==> src/rtl/serial_word_comparator_if.sv <==
// serial_word_comparator_if: digit stream in, live and registered compare results out.
interface serial_word_comparator_if #(
  parameter int DIGIT_W = 1
);
  logic start;
  logic valid;
  logic [DIGIT_W-1:0] a;
  logic [DIGIT_W-1:0] b;
  logic gd;
  logic ed;
  logic ld;
  logic gt;
  logic eq;
  logic lt;
  logic busy;
  logic done;
  modport master (
    output start, valid, a, b,
    input  gd, ed, ld, gt, eq, lt, busy, done
  );
  modport slave (
    input  start, valid, a, b,
    output gd, ed, ld, gt, eq, lt, busy, done
  );
endinterface

==> src/rtl/serial_word_comparator.sv <==
// serial_word_comparator: digit-serial magnitude compare of two words, LSB- or MSB-first.
// Define SERIAL_WORD_COMPARATOR_SIGNED_EN for two's-complement operands.
module serial_word_comparator #(
  parameter int DIGIT_W   = 1,
  parameter int WORD_LEN  = 8,
  parameter int MSB_FIRST = 0
) (
  input logic clk,
  input logic reset,
  serial_word_comparator_if.slave bus
);
  localparam int CW = $clog2(WORD_LEN);
  localparam logic [2:0] CMP_G = 3'b100;
  localparam logic [2:0] CMP_E = 3'b010;
  localparam logic [2:0] CMP_L = 3'b001;
  typedef enum logic {IDLE, RUN} state_t;
  state_t r_state, w_state_nxt;
  logic [CW-1:0] r_cnt, w_cnt_nxt, w_idx;
  logic [2:0] r_cmp, r_res, w_base, w_upd, w_cmp_nxt;
  logic r_done, w_accept, w_last, w_dgt, w_dlt;
  logic [DIGIT_W-1:0] w_a, w_b;
  // start forces digit 0 and a fresh E state even while a word is running
  assign w_accept = bus.valid && (bus.start || r_state == RUN);
  assign w_idx    = bus.start ? '0 : r_cnt;
  assign w_last   = w_idx == CW'(WORD_LEN - 1);
  assign w_base   = bus.start ? CMP_E : r_cmp;
`ifdef SERIAL_WORD_COMPARATOR_SIGNED_EN
  localparam logic [CW-1:0] MSD = CW'(MSB_FIRST != 0 ? 0 : WORD_LEN - 1);
  localparam logic [DIGIT_W-1:0] SIGN = DIGIT_W'(1) << (DIGIT_W - 1);
  // flipping the sign bit maps two's-complement order onto unsigned order
  assign w_a = bus.a ^ (w_idx == MSD ? SIGN : '0);
  assign w_b = bus.b ^ (w_idx == MSD ? SIGN : '0);
`else
  assign w_a = bus.a;
  assign w_b = bus.b;
`endif
  assign w_dgt = w_a > w_b;
  assign w_dlt = w_a < w_b;
  // MSB-first: first differing digit decides; LSB-first: last differing digit decides
  assign w_upd = (MSB_FIRST != 0 && w_base != CMP_E) ? w_base :
                 w_dgt ? CMP_G : w_dlt ? CMP_L : w_base;
  assign w_cmp_nxt = w_accept ? w_upd : w_base;
  assign {bus.gd, bus.ed, bus.ld} = w_cmp_nxt;
  always_comb begin
    w_state_nxt = r_state;
    w_cnt_nxt   = r_cnt;
    w_state_nxt = (w_accept && w_last) ? IDLE : bus.start ? RUN : r_state;
    w_cnt_nxt   = w_accept ? (w_last ? '0 : w_idx + CW'(1)) : w_idx;
  end
  always_ff @(posedge clk) begin
    if (reset) begin
      r_state <= IDLE;
      r_cnt   <= '0;
      r_cmp   <= CMP_E;
      r_res   <= CMP_E;
      r_done  <= 1'b0;
    end else begin
      r_state <= w_state_nxt;
      r_cnt   <= w_cnt_nxt;
      r_cmp   <= w_cmp_nxt;
      r_done  <= w_accept && w_last;
      if (w_accept && w_last) r_res <= w_upd;
    end
  end
  assign {bus.gt, bus.eq, bus.lt} = r_res;
  assign bus.busy = r_state == RUN;
  assign bus.done = r_done;
endmodule
==> src/flat_wrapper.sv <==
// flat-port wrapper written by rule: the top's interface ports become plain ports
module serial_word_comparator_flat 
#(
  parameter int DIGIT_W   = 1,
  parameter int WORD_LEN  = 8,
  parameter int MSB_FIRST = 0
)
  (clk, reset, bus_start, bus_valid, bus_a, bus_b, bus_gd, bus_ed, bus_ld, bus_gt, bus_eq, bus_lt, bus_busy, bus_done);
  serial_word_comparator_if #(.DIGIT_W(DIGIT_W)) bus_i ();
  input logic clk;
  input logic reset;
  input wire logic [$bits(bus_i.start)-1:0] bus_start;
  input wire logic [$bits(bus_i.valid)-1:0] bus_valid;
  input wire logic [$bits(bus_i.a)-1:0] bus_a;
  input wire logic [$bits(bus_i.b)-1:0] bus_b;
  output wire logic [$bits(bus_i.gd)-1:0] bus_gd;
  output wire logic [$bits(bus_i.ed)-1:0] bus_ed;
  output wire logic [$bits(bus_i.ld)-1:0] bus_ld;
  output wire logic [$bits(bus_i.gt)-1:0] bus_gt;
  output wire logic [$bits(bus_i.eq)-1:0] bus_eq;
  output wire logic [$bits(bus_i.lt)-1:0] bus_lt;
  output wire logic [$bits(bus_i.busy)-1:0] bus_busy;
  output wire logic [$bits(bus_i.done)-1:0] bus_done;
  assign bus_i.start = bus_start;
  assign bus_i.valid = bus_valid;
  assign bus_i.a = bus_a;
  assign bus_i.b = bus_b;
  assign bus_gd = bus_i.gd;
  assign bus_ed = bus_i.ed;
  assign bus_ld = bus_i.ld;
  assign bus_gt = bus_i.gt;
  assign bus_eq = bus_i.eq;
  assign bus_lt = bus_i.lt;
  assign bus_busy = bus_i.busy;
  assign bus_done = bus_i.done;
  serial_word_comparator #(.DIGIT_W(DIGIT_W), .WORD_LEN(WORD_LEN), .MSB_FIRST(MSB_FIRST)) u_core (.clk(clk), .reset(reset), .bus(bus_i));
endmodule
==> config.mk <==
export PLATFORM = sky130hd
export DESIGN_NAME = serial_word_comparator_flat
export DESIGN_NICKNAME = d
export VERILOG_FILES = /design/src/rtl/serial_word_comparator_if.sv /design/src/rtl/serial_word_comparator.sv /design/src/flat_wrapper.sv
export SDC_FILE = /design/constraint.sdc
export NUM_CORES = 1
export LEC_CHECK = 0
export CAP_MARGIN = 20
export CORE_UTILIZATION = 41
export CTS_CLUSTER_SIZE = 10
export DETAILED_ROUTE_END_ITERATION = 6
export GPL_ROUTABILITY_DRIVEN = 0
export PLACE_DENSITY = 0.71
export SKIP_CTS_REPAIR_TIMING = 1
export SYNTH_ARGS = -nofsm -noshare
export SYNTH_HDL_FRONTEND = slang
export SYNTH_SLANG_ARGS = --single-unit
==> constraint.sdc <==
create_clock -name clk -period 1.3 [get_ports clk]
set_input_delay 0.195 -clock clk [delete_from_list [all_inputs] [get_ports clk]]
set_output_delay 0.195 -clock clk [all_outputs]
set_load 0.1 [all_outputs]
== After elaboration in Yosys (flattened, before gate mapping) ==
Index checks and enable logic that the tools add are counted.

* Reductions and logical operators: 4
* Add/subtract/negate cells: 1
* Order comparisons: 2
* Equality and inequality tests: 1
* Muxes and demuxes: 7

{| class="wikitable"
|+ Operators by type and width
! kind !! count
|-
| 2-to-1 mux 3 bit || 7
|-
| adder 3 x 1 -> 3 bit, second input constant || 1
|-
| == test 3 bit, second input constant || 1
|-
| logical AND 1 bit || 2
|-
| OR reduction 2 bit || 1
|-
| greater-than comparator 1 bit || 1
|-
| logical OR 1 bit || 1
|-
| < comparator 1 bit || 1
|}

* Output and inout bits: 8
* Input bits: 6
* Bits in registers: 11
* Word-level logic and storage cells: 20

== Depth between registers and ports, before layout ==
Gate-level depths: netlist of the first run.

* Word-level depth: 4
* Gate-level depth with buffers: 7
* Gate-level depth less buffers: 6

== Least setup slack after synthesis of the first run ==
Ideal clock, no wire load.

* Path type: register to register
* Start point: reg u_core.r_state, in the netlist u_core.bus.busy
* End point: reg u_core.r_cmp[0]
* Library setup time: 66 ps
* Data required time: 1,234 ps
* Clock period less this slack: 2,894 ps
* Arrival time: 2,828 ps
* Slack: -1,594 ps
* Cell stages (with the launch flop): 4
* Path buffers: 0
* Path through: dfxtp_1 -> o21ai_1 -> o32ai_2 -> and2_1

* Longest elaborated chain between the ends: 3

{| class="wikitable"
|+ Ends and longest elaborated chain
! what !! line !! RTL
|-
| start, declared || serial_word_comparator.sv:17 || <nowiki>state_t r_state, w_state_nxt;</nowiki>
|-
| start signal, assigned || serial_word_comparator.sv:58 || <nowiki>r_state <= w_state_nxt;</nowiki>
|-
| logical OR 1 bit || serial_word_comparator.sv:23 || <nowiki>assign w_accept = bus.valid && (bus.start || r_state == RUN);</nowiki>
|-
| logical AND 1 bit || serial_word_comparator.sv:23 ||
|-
| 2-to-1 mux 3 bit || serial_word_comparator.sv:42 || <nowiki>assign w_cmp_nxt = w_accept ? w_upd : w_base;</nowiki>
|-
| net bus_ld || flat_wrapper.sv:18 || <nowiki>output wire logic [$bits(bus_i.ld)-1:0] bus_ld;</nowiki>
|-
| end signal, assigned || serial_word_comparator.sv:60 || <nowiki>r_cmp <= w_cmp_nxt;</nowiki>
|-
| end, declared || serial_word_comparator.sv:19 || <nowiki>logic [2:0] r_cmp, r_res, w_base, w_upd, w_cmp_nxt;</nowiki>
|}

The timed path passes the listed nets, and every way through them passes these cells.
A chain may end at the register's enable or synchronous reset.

== Worst setup path in the final report of the first run ==
* Start point: in bus_b
* End point: out bus_gd

* Longest elaborated chain between the ends: 4
* Elaborated cells between the ends (all ways): 5
* Classes of those cells: order compare (2); mux (3)

{| class="wikitable"
|+ Ends and longest elaborated chain
! what !! line !! RTL
|-
| start, declared || flat_wrapper.sv:15 || <nowiki>input wire logic [$bits(bus_i.b)-1:0] bus_b;</nowiki>
|-
| < comparator 1 bit || serial_word_comparator.sv:38 || <nowiki>assign w_dlt = w_a < w_b;</nowiki>
|-
| 2-to-1 mux 3 bit || serial_word_comparator.sv:41 || <nowiki>w_dgt ? CMP_G : w_dlt ? CMP_L : w_base;</nowiki>
|-
| 2-to-1 mux 3 bit (*) || serial_word_comparator.sv:41 ||
|-
| 2-to-1 mux 3 bit (*) || serial_word_comparator.sv:42 ||
|-
| end, declared || flat_wrapper.sv:16 || <nowiki>output wire logic [$bits(bus_i.gd)-1:0] bus_gd;</nowiki>
|}

Every way passes the cells marked *; elsewhere a longest branch is shown, timed or not.

==> metrics.cfg, run 1 <==
[clock_tree]
cts.clk_slew.worst_paths_ps = 70
cts_made_buffers = 3
cts_buffer_depth = 2
cts_root_buf = clkbuf_4
insertion_delay_ps = 270
cts.sinks = 11
htreeDepth = 1
cts_tree = done

[routing]
antenna_left = 0
drc_errors = 0
viasPerCell = 5.40
dr.pass1.iters = 4
vias = 572
wl_per_cell_um = 16.0
wl_um = 1700
drt-initial-drc-count = 11

[power_and_ir_drop]
power_density_mw_per_mm2 = 799
comb_power_share = 0.308
leakagePower_nw = 0.465
pwr-share-seq = 0.418
swShare = 0.322
clkPwrFrac = 0.275
max-vdd-ir-drop_mv = 0.770
power.internal_mw = 0.574
p_sw_mw = 0.273

[synthesis]
syn_area_per_cell_um2 = 8.92
syn_nets = 72
ys.flop_type = dfxtp_1
synthTopCellsByArea = dfxtp_1 40%, ha_1 9.0%, nor2b_1 6.8%
async_reset_ff_frac = 0
ys_top_cells_by_count = 11 x dfxtp_1, 8 x nor2_1, 6 x nor2b_1, 5 x inv_1, 4 x ha_1
synth_area_um2 = 553
synth_top_cell_area_share = 0.398
yosysSeqAreaShare = 0.398
synth_edf_count = 0
yosysUniqueCellTypes = 28
yosys_warnings = 0
yosysTopAreaCell = dfxtp_1
synthMostInstantiatedCell = dfxtp_1
ys_ff_latch = 11
syn_inst = 62

[timing]
fmax_ghz = 0.647
finalCriticalPeriod_ps = 1540
slew_headroom = 0.807
post-route-period-util = 1.19
setup_slack_ps = -244
maxSlewViolCount = 0
finClkSkew_ps = 0.808
rsz0062_at_grt = true
hold_viol_final = 0
worst_pin_slew_ps = 289
finalSetupViolCount = 7

[layout]
layout-drive-gt1-share = 0.522
nets = 103
area_growth_pct = 91.9
num_antenna_cells = 0
final_cells = 106

[global_routing]
antenna_found_initial = 0
first_global_vias = 538
grt_max_degree = 8
grt_usage = 0.218
grt_pass1_wl_um = 2160
gr-total-overflow = 0

[setup_path]
cp.arrival_ps = 1350
path_cells = dlymetal6s2s_1 > inv_2 > ha_4 > and3b_2 > nor2_2 > a22o_4 > buf_12
critPathLaunchType = primary input
critPathKind = primary input to primary output
slowest_stage = and3b_2
critPathCaptureType = primary output
cpPeakStageDelay_ps = 270
critPathMaxFanout = 2
cp.required_ps = 1110
crit_buf_inv = 3
cp_top_family = buffers and inverters

[min_path]
hp-class = primary input to register

[floorplan]
start_util = 0.466
core-area_mm2 = 0.00119
die_area_mm2 = 0.00150
die_y_um = 38.7
row_count = 12
dieWidth_um = 38.7
ios = 14

[placed_design]
numPlacedInstances = 100
numPortBuffers = 13
pre_cts_ws_ps = -593
dp_hpwl_um = 1040

[flow_run]
max-cap-violations = 0

[outcome]
run_status = finished with violations
failed_checks = negative setup slack

## registers in the layout, summed over array words and instances (netlist names)
name / flops
u_core.bus.busy: 1
u_core.bus.done: 1
u_core.r_cmp: 3
u_core.r_cnt: 3
u_core.r_res: 3
## worst min-delay path, cell delays in order
cell            delay [ps]
dlymetal6s2s_1         180
buf_4                  190
a211oi_2                70
## kinds of logic after synthesis
kind of cell,count (synthesis),share of synthesized area
AOI/OAI and AO/OA,17,0.244
adders and majority gates,4,0.0905
buffers and inverters,7,0.0498
DFF,11,0.398
and+or+nand+nor,23,0.217
## worst paths after layout
check             slack (ps)            start  depth (start not counted)               to
setup / recovery        -240            bus_b                          7           bus_gd
hold / removal           400        bus_valid                          3  u_core.bus.busy
setup reg to reg         -60  u_core.r_cnt[1]                          6  u_core.r_res[1]
hold reg to reg          480  u_core.r_cnt[0]                          2  u_core.r_cnt[0]
## power groups by stage
stage / logic [mW] / registers (mW) / clock network (mW)
floorplan: 0.128 / 0.376 / 0
global route: 0.272 / 0.355 / 0.258
global placement: 0.238 / 0.359 / 0
CTS: 0.243 / 0.352 / 0.242
finish: 0.261 / 0.354 / 0.233
detailed placement: 0.241 / 0.360 / 0
## layout make-up
| type | instances | area (um2) |
|---|---|---|
| Clock buffer | 4 | 26.3 |
| Sequential cell | 11 | 228 |
| Multi-Input combinational cell | 44 | 434 |
| Inverter | 5 | 18.8 |
| Tap cell | 14 | 17.5 |
| Fill cell | 50 | 125 |
| Timing Repair Buffer | 28 | 337 |
## metrics by stage
| step | hold WS (ps) | setup TNS [ps] | power, mW | utilization | cell area (um2) |
|---|---|---|---|---|---|
| 6_report | 403 | -741 | 0.847 | 0.895 | 1060 |
| 5_1_grt | 413 | -1090 | 0.885 | 0.895 | 1060 |
| 4_1_cts | 488 | -2770 | 0.837 | 0.811 | 962 |
| 3_5_place_dp | 473 | -5560 | 0.601 | 0.789 | 936 |
| 3_3_place_gp | 457 | -5160 | 0.597 | 0.789 | 936 |
| 2_1_floorplan | 279 | -1460 | 0.504 | - | 622 |
## placed cells by master (no fill, tap or decap), types with 3 or more instances in the layout
| cell | synthesis | final |
|---|---|---|
| dlymetal6s2s_1 | 0 | 4 |
| nor2b_1 | 6 | 4 |
| dfxtp_2 | 0 | 3 |
| clkbuf_4 | 0 | 3 |
| inv_1 | 5 | 4 |
| nor2_1 | 8 | 7 |
| dfxtp_1 | 11 | 7 |
| buf_12 | 0 | 8 |
| buf_4 | 0 | 14 |
| ha_4 | 0 | 3 |
## per-layer routing
| layer | up-vias | GRT usage | part of all wire |
|---|---|---|---|
| met5 | - | 0 | 0 |
| met4 | 0 | 0.103 | 0.021 |
| met3 | 4 | 0.0867 | 0.026 |
| met2 | 16 | 0.358 | 0.52 |
| met1 | 274 | 0.242 | 0.43 |
| li1 | 278 | - | - |
Power figures use the tool's default switching activity.
==> run 2: changes to the inputs <==
--- a/config.mk
+++ b/config.mk
@@ -12,6 +12,7 @@
 export GPL_ROUTABILITY_DRIVEN = 0
 export PLACE_DENSITY = 0.71
 export SKIP_CTS_REPAIR_TIMING = 1
+export SLEW_MARGIN = 20
 export SYNTH_ARGS = -nofsm -noshare
 export SYNTH_HDL_FRONTEND = slang
 export SYNTH_SLANG_ARGS = --single-unit
==> results of run 2 <==
Final layout, timing and power as in run 1 (identical DEF).
==> run 3: changes to the inputs <==
--- a/config.mk
+++ b/config.mk
@@ -6,6 +6,7 @@
 export NUM_CORES = 1
 export LEC_CHECK = 0
 export CAP_MARGIN = 20
+export CORE_MARGIN = 2
 export CORE_UTILIZATION = 41
 export CTS_CLUSTER_SIZE = 10
 export DETAILED_ROUTE_END_ITERATION = 6
==> run 3 against run 2 <==
Largest power group unchanged; sequential power is essentially flat; die area grew 11%; the flow still finishes with violations (negative setup slack); non-clock buffer count is the same; clock power grew 4%; flip-flop and latch count is the same.
==> metrics.cfg, run 3 (synthesized netlist as in run 1, its figures left out) <==
[outcome]
run_status = finished with violations
failed_checks = negative setup slack

[global_routing]
first_global_vias = 486  ; -9.7%
antenna_found_initial = 0  ; unchanged
grt_pass1_wl_um = 1840  ; -15%
grt_usage = 0.183  ; -0.0357
grt_max_degree = 9  ; +1
gr-total-overflow = 0  ; unchanged

[power_and_ir_drop]
leakagePower_nw = 0.454  ; -2.3%
power_density_mw_per_mm2 = 819  ; +2.5%
max-vdd-ir-drop_mv = 0.509  ; -34%
power_mw = 0.855  ; +0.95%

[layout]
multiInputGateArea_um2 = 427  ; -1.7%
num_antenna_cells = 0  ; unchanged
regArea_um2 = 228  ; unchanged
design_area_mm2 = 0.00104  ; -1.5%
layout-drive-gt1-share = 0.511  ; -0.0109
nFillCells = 87  ; +74%
final_cells = 107  ; +0.94%
area_growth_pct = 88.9
reg_top3 = u_core.r_cmp x3, u_core.r_cnt x3, u_core.r_res x3
final_cell_mix = 15 x buf_4, 8 x buf_12, 7 x nor2_1, 7 x dfxtp_1
nets = 103  ; unchanged
layout_commonest_cell = buf_4

[floorplan]
dieWidth_um = 40.7  ; +5.2%
core-area_mm2 = 0.00128  ; +8.3%
row_count = 13  ; +1
die_y_um = 40.7  ; +5.2%
die_area_mm2 = 0.00166  ; +11%
ios = 14  ; unchanged
start_util = 0.430  ; -0.0359

[clock_tree]
cts.sinks = 11  ; unchanged
htreeDepth = 1  ; unchanged
cts.clk_slew.worst_paths_ps = 60  ; about the same
cts_buffer_depth = 2  ; unchanged
cts_root_buf = clkbuf_4
insertion_delay_ps = 290  ; +20 ps
cts_made_buffers = 3  ; unchanged
cts_tree = done

[setup_path]
path_cells = and3b_2 > nor2_4 > a22o_4 > buf_12
critPathMaxFanout = 6  ; +4
critPathLaunchType = register
slowest_stage = dfxtp_4
cpPeakStageDelay_ps = 400  ; +130 ps
critPathKind = register to primary output
critPathCaptureType = primary output
cp.required_ps = 1110  ; about the same
cp.arrival_ps = 1390  ; +40 ps

[placed_design]
placed_area_um2 = 930  ; -0.67%
numPlacedInstances = 100  ; unchanged
dp_hpwl_um = 950  ; -8.3%
pre_cts_ws_ps = -586  ; +7.74 ps
numPortBuffers = 13  ; unchanged

[timing]
slew_headroom = 0.816  ; +0.00925
hold_viol_final = 0  ; unchanged
setup_slack_ps = -281  ; -36.6 ps
worst_pin_slew_ps = 276  ; -13.0 ps
maxSlewViolCount = 0  ; unchanged
fmax_ghz = 0.632  ; -2.3%
finalCriticalPeriod_ps = 1580  ; +36.6 ps
rsz0062_at_grt = true
post-route-period-util = 1.22  ; +0.0282
finalSetupViolCount = 6  ; -1
finClkSkew_ps = 8.36  ; +7.55 ps
final.setup.tns_ps = -835  ; -93.5 ps

[flow_run]
max-cap-violations = 0  ; unchanged

[routing]
vias = 549  ; -4.0%
drc_errors = 0  ; unchanged
wl_um = 1390  ; -18%
wl_per_cell_um = 13.0  ; -19%
drt-initial-drc-count = 7  ; -4
viasPerCell = 5.13  ; -4.9%
dr.pass1.iters = 4  ; unchanged
antenna_left = 0  ; unchanged

[min_path]
hp-class = primary input to register

-- run 3: cell count changes in the layout (fill, tap and decap cells not counted), sizes merged --
cell and change:
dlymetal6s2s -1, clkinv +1
-- run 3: layout make-up --
class / count / share of cell area
clock buffer: 3 / 0.0216
clock inverter: 1 / 0.00479
inverter: 5 / 0.0180
multi-input combinational: 44 / 0.408
sequential: 11 / 0.218
tap: 15 / 0.0180
timing repair buffer: 28 / 0.311
-- run 3: power breakdown --
group,switching (mW),internal (mW)
Clock,0.127,0.115
Combinational,0.143,0.113
Sequential,0.0108,0.346
Total,0.282,0.574
-- run 3: worst paths after layout --
kind / from / endpoint / slack, ps / cells after the start
min: bus_valid / u_core.bus.busy / 390 / 3
min reg2reg: u_core.r_res[2] / u_core.r_res[2] / 490 / 2
max: u_core.bus.busy / bus_gd / -280 / 4
max reg2reg: u_core.r_cnt[0] / u_core.r_res[1] / -60 / 6
-- run 3: worst max-delay path, delay by kind of cell (launching register included) --
family | cells | cell delay [ps]
AND/OR/NAND/NOR | 2 | 320
buffers and inverters | 1 | 160
AO/OA/AOI/OAI | 1 | 220
flip-flops | 1 | 400
-- run 3: through the flow --
step           hold slack (ps)   util
6_report                   386  0.813
4_1_cts                    484  0.745
2_1_floorplan              279      -
3_5_place_dp               471  0.723
5_1_grt                    377  0.813
3_3_place_gp               457  0.723
-- run 3: layer usage --
layer,vias up,global-route usage,wire (um)
met2,9,0.310,724
met3,4,0.0978,53
met4,0,0.108,53
li1,282,-,-
met1,254,0.172,560
met5,-,0,0
